[src/rtl/cpu_pkg.sv]
// Shared CPU datapath types and widths used by the register file, the ALU and the controller.
package cpu_pkg;

    localparam int unsigned DATA_W   = 32;
    localparam int unsigned NUM_REGS = 32;
    localparam int unsigned ADDR_W   = $clog2(NUM_REGS);

    typedef logic [ADDR_W-1:0] reg_addr_t;
    typedef logic [DATA_W-1:0] word_t;

endpackage

[src/rtl/register_file_if.sv]
// Read/write bus between the controller/ALU and the register file.
interface register_file_if;
    import cpu_pkg::*;

    logic      ren;
    reg_addr_t ra_a;
    reg_addr_t ra_b;
    logic      we;
    reg_addr_t wa;
    word_t     wd;
    word_t     A;
    word_t     B;
    logic      wr_zero_err;

    modport master (
        output ren, ra_a, ra_b, we, wa, wd,
        input  A, B, wr_zero_err
    );

    modport slave (
        input  ren, ra_a, ra_b, we, wa, wd,
        output A, B, wr_zero_err
    );

endinterface

[src/rtl/register_file_read_port.sv]
// One registered read port: zero-register masking, optional write bypass
// (REGFILE_BYPASS_EN), and an output register that holds while ren is low.
module regfile_read_port
    import cpu_pkg::*;
(
    input  logic      clk,
    input  logic      rst,
    input  word_t     mem [NUM_REGS],
    input  reg_addr_t ra,
    input  logic      ren,
    input  logic      we,
    input  reg_addr_t wa,
    input  word_t     wd,
    output word_t     rd
);

`ifdef REGFILE_BYPASS_EN
    localparam bit BYPASS = 1'b1;
`else
    localparam bit BYPASS = 1'b0;
`endif

    word_t rd_next_c;

    // ra != 0 is checked first, so a bypass hit also implies wa != 0
    always_comb begin
        rd_next_c = '0;
        if (ra != '0) begin
            if (BYPASS && we && (wa == ra)) begin
                rd_next_c = wd;
            end else begin
                rd_next_c = mem[ra];
            end
        end
    end

    always_ff @(posedge clk) begin
        if (rst) begin
            rd <= '0;
        end else if (ren) begin
            rd <= rd_next_c;
        end
    end

endmodule

[src/rtl/register_file.sv]
// Two-read, one-write register file for the ALU operand buses; r0 reads as zero.
// Same-edge write-to-read bypass is enabled by defining REGFILE_BYPASS_EN.
module register_file
    import cpu_pkg::*;
(
    input  logic             clk,
    input  logic             rst,
    register_file_if.slave   bus
);

    word_t mem [NUM_REGS];
    word_t a_q;
    word_t b_q;
    logic  wr_zero_err_q;

    // Storage; entry 0 is only ever cleared and is masked by the read ports
    always_ff @(posedge clk) begin
        if (rst) begin
            for (int i = 0; i < int'(NUM_REGS); i++) begin
                mem[i] <= '0;
            end
        end else if (bus.we && (bus.wa != '0)) begin
            mem[bus.wa] <= bus.wd;
        end
    end

    always_ff @(posedge clk) begin
        if (rst) begin
            wr_zero_err_q <= 1'b0;
        end else begin
            wr_zero_err_q <= bus.we && (bus.wa == '0);
        end
    end

    regfile_read_port u_port_a (
        .clk (clk),
        .rst (rst),
        .mem (mem),
        .ra  (bus.ra_a),
        .ren (bus.ren),
        .we  (bus.we),
        .wa  (bus.wa),
        .wd  (bus.wd),
        .rd  (a_q)
    );

    regfile_read_port u_port_b (
        .clk (clk),
        .rst (rst),
        .mem (mem),
        .ra  (bus.ra_b),
        .ren (bus.ren),
        .we  (bus.we),
        .wa  (bus.wa),
        .wd  (bus.wd),
        .rd  (b_q)
    );

    assign bus.A           = a_q;
    assign bus.B           = b_q;
    assign bus.wr_zero_err = wr_zero_err_q;

endmodule
[src/flat_wrapper.sv]
// flat-port wrapper written by rule: the top's interface ports become plain ports
module register_file_flat import cpu_pkg::*;
  (clk, rst, bus_ren, bus_ra_a, bus_ra_b, bus_we, bus_wa, bus_wd, bus_A, bus_B, bus_wr_zero_err);
  register_file_if bus_i ();
  input  logic clk;
  input  logic rst;
  input wire logic [$bits(bus_i.ren)-1:0] bus_ren;
  input wire logic [$bits(bus_i.ra_a)-1:0] bus_ra_a;
  input wire logic [$bits(bus_i.ra_b)-1:0] bus_ra_b;
  input wire logic [$bits(bus_i.we)-1:0] bus_we;
  input wire logic [$bits(bus_i.wa)-1:0] bus_wa;
  input wire logic [$bits(bus_i.wd)-1:0] bus_wd;
  output wire logic [$bits(bus_i.A)-1:0] bus_A;
  output wire logic [$bits(bus_i.B)-1:0] bus_B;
  output wire logic [$bits(bus_i.wr_zero_err)-1:0] bus_wr_zero_err;
  assign bus_i.ren = bus_ren;
  assign bus_i.ra_a = bus_ra_a;
  assign bus_i.ra_b = bus_ra_b;
  assign bus_i.we = bus_we;
  assign bus_i.wa = bus_wa;
  assign bus_i.wd = bus_wd;
  assign bus_A = bus_i.A;
  assign bus_B = bus_i.B;
  assign bus_wr_zero_err = bus_i.wr_zero_err;
  register_file u_core (.clk(clk), .rst(rst), .bus(bus_i));
endmodule
[config.mk]
export PLATFORM = sky130hd
export DESIGN_NAME = register_file_flat
export DESIGN_NICKNAME = d
export VERILOG_FILES = /design/src/rtl/cpu_pkg.sv /design/src/rtl/register_file_if.sv /design/src/rtl/register_file_read_port.sv /design/src/rtl/register_file.sv /design/src/flat_wrapper.sv
export SDC_FILE = /design/constraint.sdc
export NUM_CORES = 2
export LEC_CHECK = 0
export BUFFER_PORTS_ARGS = -buffer_cell sky130_fd_sc_hd__buf_2
export CAP_MARGIN = 30
export CORE_ASPECT_RATIO = 2
export CORE_MARGIN = 2
export CORE_UTILIZATION = 40
export CTS_BUF_LIST = sky130_fd_sc_hd__clkbuf_8
export DETAILED_ROUTE_END_ITERATION = 16
export SLEW_MARGIN = 20
export SYNTH_ARGS = -nofsm -noshare
export SYNTH_HDL_FRONTEND = slang
export SYNTH_HIERARCHICAL = 1
export SYNTH_SLANG_ARGS = --single-unit
[constraint.sdc]
create_clock -name clk -period 2.6 [get_ports clk]
set_input_delay 0.39 -clock clk [delete_from_list [all_inputs] [get_ports clk]]
set_output_delay 0.39 -clock clk [all_outputs]
set_load 0.005 [all_outputs]
Word level (Yosys, flattened, before mapping)

Cells that the tools add are included.

Register bits: 1089
Output and inout bits: 65
Logic and storage cells: 60

$lt $le $gt $ge: 4
Muxes and demuxes: 11
Bitwise operators: 3
Reductions and logical operators: 7

Operator list:

| kind               | number |
|---|---|
| $bwmux 1024        | 1 |
| $bmux 32 s5        | 2 |
| $mux 32            | 7 |
| $demux 32 s5       | 1 |
| $ge 6x6->1 const B | 3 |
| $not 5->6          | 3 |
| $reduce_bool 5->1  | 3 |
| $lt 6x1->1 const B | 1 |
| $logic_not 5->1    | 1 |
| $logic_and 1x1->1  | 3 |

Logic depth before layout (Yosys ltp)

Depth in word-level cells: 6
Depth in mapped cells: 7
Depth with buffers taken out: 4

Modules after synthesis

Netlist, hierarchy kept.

By module, submodules not included:

| module            | instances | cells each | area an instance (µm²) | seq. area each (µm²) |
|---|---|---|---|---|
| register_file     | 1         | 3434       | 38992.4                | 20519.7 |
| regfile_read_port | 2         | 790        | 9342.7                 | 640.6 |

Worst setup path after synthesis

Ideal clock, no wire load.

Path kind: input port to flip-flop
Start point: in bus_ra_a[0]
End point: reg u_core.u_port_a.rd[10]
Data arrival time: 1820 ps
Data required time: 2464 ps
Path slack: 644 ps
Stages: 6
Buffers on the path: 3
Path through: buf_4 > buf_6 > buf_2 > mux4_2 > a21oi_1 > o311ai_1

Cells in the longest elaborated chain, start to end: 5
Elaborated cells between the ends (all ways): 6
Classes of those cells: 4 x mux; 1 x bitwise; 1 x reduce/logical

Ends and longest elaborated chain:

| item                                       | line                          | source |
|---|---|---|
| start, declared                            | flat_wrapper.sv:8             | `input wire logic [$bits(bus_i.ra_a)-1:0] bus_ra_a;` |
| $not 5->6 (not written as such)            | register_file_read_port.sv:32 | `rd_next_c = mem[ra];` |
| $bmux 32 s5                                | register_file_read_port.sv:32 |  |
| $mux 32 (not written as such) (2 in a row) | register_file_read_port.sv:32 |  |
| $mux 32 (*)                                | register_file_read_port.sv:28 | `if (ra != '0) begin` |
| end signal, assigned                       | register_file_read_port.sv:41 | `rd <= rd_next_c;` |
| end, declared                              | register_file_read_port.sv:14 | `output word_t rd` |

Mark *: on every way between the ends. The rest lies on a longest branch, timed or not. The select of a mux whose other input is x is not followed.
A chain may end at the register's enable or synchronous reset.

Worst setup path after layout

Start point: reg u_core.u_port_a.rd[0]
End point: out bus_A[0]

RTL lines:

| item          | line               | source |
|---|---|---|
| end, declared | flat_wrapper.sv:13 | `output wire logic [$bits(bus_i.A)-1:0] bus_A;` |

No word-level cell between the ends.

==> run metrics <==
status=complete, no violations; Hold Slack=0.0332 ns; area leader, netlist=dfxtp_1; share of cells above drive strength 1=22.0%; Root Driver=clkbuf_8; most frequent cell after synthesis=mux2i_1; power density over cell area=534 nW/um^2; LEAKAGE=30.1 nW; peak supply drop=0.000333 V; Final period util=82.6%; Post-Synthesis Cells=5014; CP Class=flip-flop to output port; clk_lat worst skew=0.90 ns; fin area=65300 um^2; vias per cell=5.93; final setup TNS=0 ns; CP peak stage delay=0.67 ns; CORE AREA=144000 um^2; Critical Path Start Type=flip-flop; 1st-pass router iterations=6; vias in the first global route=43000; Post-Synth XOR/XNOR Area=0%; Hold WC Path Type=input pin to flip-flop; Worst Setup SP=u_core/u_port_a/rd[0]; CTS max path bufs=4; Syn Nets=5065; Post-Synth Adder-Cell Area=0%; Placer Congestion=0.844; Reg area=21800 um^2; Sink Count=1089; critical path fanouts, max=2; routed len/inst=29.5 um; max_cap viols=0; Yosys reg bits=1089; setup-violating endpoint count in the final report=0; Slew Viols, Final=0; YS warnings=6; ys async rst share=0%; Worst R2R Setup Slack=0.90 ns; die area=147000 um^2; top cells by area, synth=dfxtp_1 38%, mux2i_1 23%, mux4_2 15%; Hold Startpoint=bus_wd[13]; postcts setup bufs=0; CTS clk-pin slew, worst paths=0.07 ns; # rows=197; RSZ-0062 raised after global routing=no; initial antenna violation count=17; Mapped Area=57700 um^2; DRT Wirelength=209000 um; first-pass GRT wire length=301000 um; Relative slew margins=39.7%; Placed Area=61900 um^2; DP HPWL=128000 um; CP endpoint kind=output port; area of the multi-input gates=33400 um^2; TritonCTS Buffers=164; 1st-iter DRT viols=3352; Synth Area in Compound Gates=5.29%; Critical Path AT=1.76 ns; H-tree level count=4; reg2reg start=u_core/mem[731]; Seq/Total Area, Yosys=37.8%; Max Clock Freq=466 MHz; Final Skew=0.0541 ns; GRT Total Usage=27.8%; Antenna Nets Post-Route=0; min Tclk post-route=2.15 ns; mux cell area share after synthesis=38.3%; post-synth top area share=37.8%; chip width=273 um; IO Port Bufs=115; Pwr Total=34.9 mW; Initial Util=40.1%; GRT overflow=0; via count=41900; number of synthesized flops with an enable pin=0; cts repair resizes=0; critical-path cell list=buf_2; Main synth FF type=dfxtp_1; Netlist cell types=35; Slew @ Worst Pin=0.905 ns; CTS tree=built; Mapped Avg Cell Area=11.5 um^2; Crit path max-delay family=flip-flops; Slowest-stage cell, CP=dfxtp_1; Post-Synth Simple-Gate Area=13.9%; largest family of logic cells by synthesized area=multiplexers; Post-synth top cells=1344 x mux2i_1, 1089 x dfxtp_1, 1024 x nand2b_1, 384 x mux4_2, 299 x clkbuf_1; fin nets=5125; Filler cells=13200; Die H=541 um; CP Data Required Time=2.21 ns; Hold Fails Final Rpt=0; synth-to-layout area growth=13.2%; Crit path buffers/inverters=1; Post-Route Utilization=45.4%; largest net degree at the start of global routing=198; drt drc=0; # IOs=116
==> metal layers <==
metal	GRT usage (%)	wire length [um]
met1	32.9	79600
met2	48.9	105000
met3	3.83	12400
met4	13.9	11300
met5	0	87
==> registers in the layout, summed over array words and instances, names as in the netlist <==
name,cells
u_core/mem,1024
u_core/u_port_a/rd,32
u_core/u_port_b/rd,32
u_core/bus.wr_zero_err,1
==> cell type report <==
class	count	share of cell area, %
timing repair buffer	427	6.93
clock inverter	62	0.609
multi-input combinational	3392	51.2
tap	1890	3.62
antenna	9	0.0345
sequential	1089	33.4
clock buffer	200	4.22
==> metrics by stage <==
stage                     instances  setup WS [ns]
after global routing           7063          0.411
after floorplan                5014          0.644
after detailed placement       6776          0.127
after global placement         6776          0.140
final                          7069          0.454
after CTS                      7060          0.418
==> kinds of logic after synthesis <==
kind of cell / count (synthesis)
muxes: 1728
and+or+nand+nor: 1270
DFF: 1089
AOI/OAI and AO/OA: 394
buffers and inverters: 533
==> layout by cell type (no fill, tap or decap), types with 40 or more instances in the layout <==
master	instances
a21oi_1	72
a22oi_1	128
a32o_1	40
buf_12	118
buf_2	106
buf_4	174
clkbuf_8	200
dfxtp_1	1089
mux2i_1	1344
mux4_2	384
nand2b_1	1024
nor2b_1	65
o311ai_1	64
or2_2	64
==> power by group <==
part | switching [mW] | total (mW) | internal (mW)
registers | 0.148 | 17.0 | 16.8
clock network | 7.05 | 14.4 | 7.39
logic | 2.03 | 3.46 | 1.43
total | 9.22 | 34.9 | 25.6
==> path summary, 6_finish.rpt <==
check	end	cells past startpoint
max	bus_A[0]	1
min	u_core/mem[717]	4
max reg2reg	u_core/u_port_a/rd[27]	4
min reg2reg	u_core/mem[998]	1
==> timing repair <==
| item | CTS | global route |
|---|---|---|
| endpoints found under the hold margin | 416 | 0 |
| setup endpoints to repair | 0 | 0 |
| hold buffers | 22 | 0 |
(Power assumes the default switching activity.)
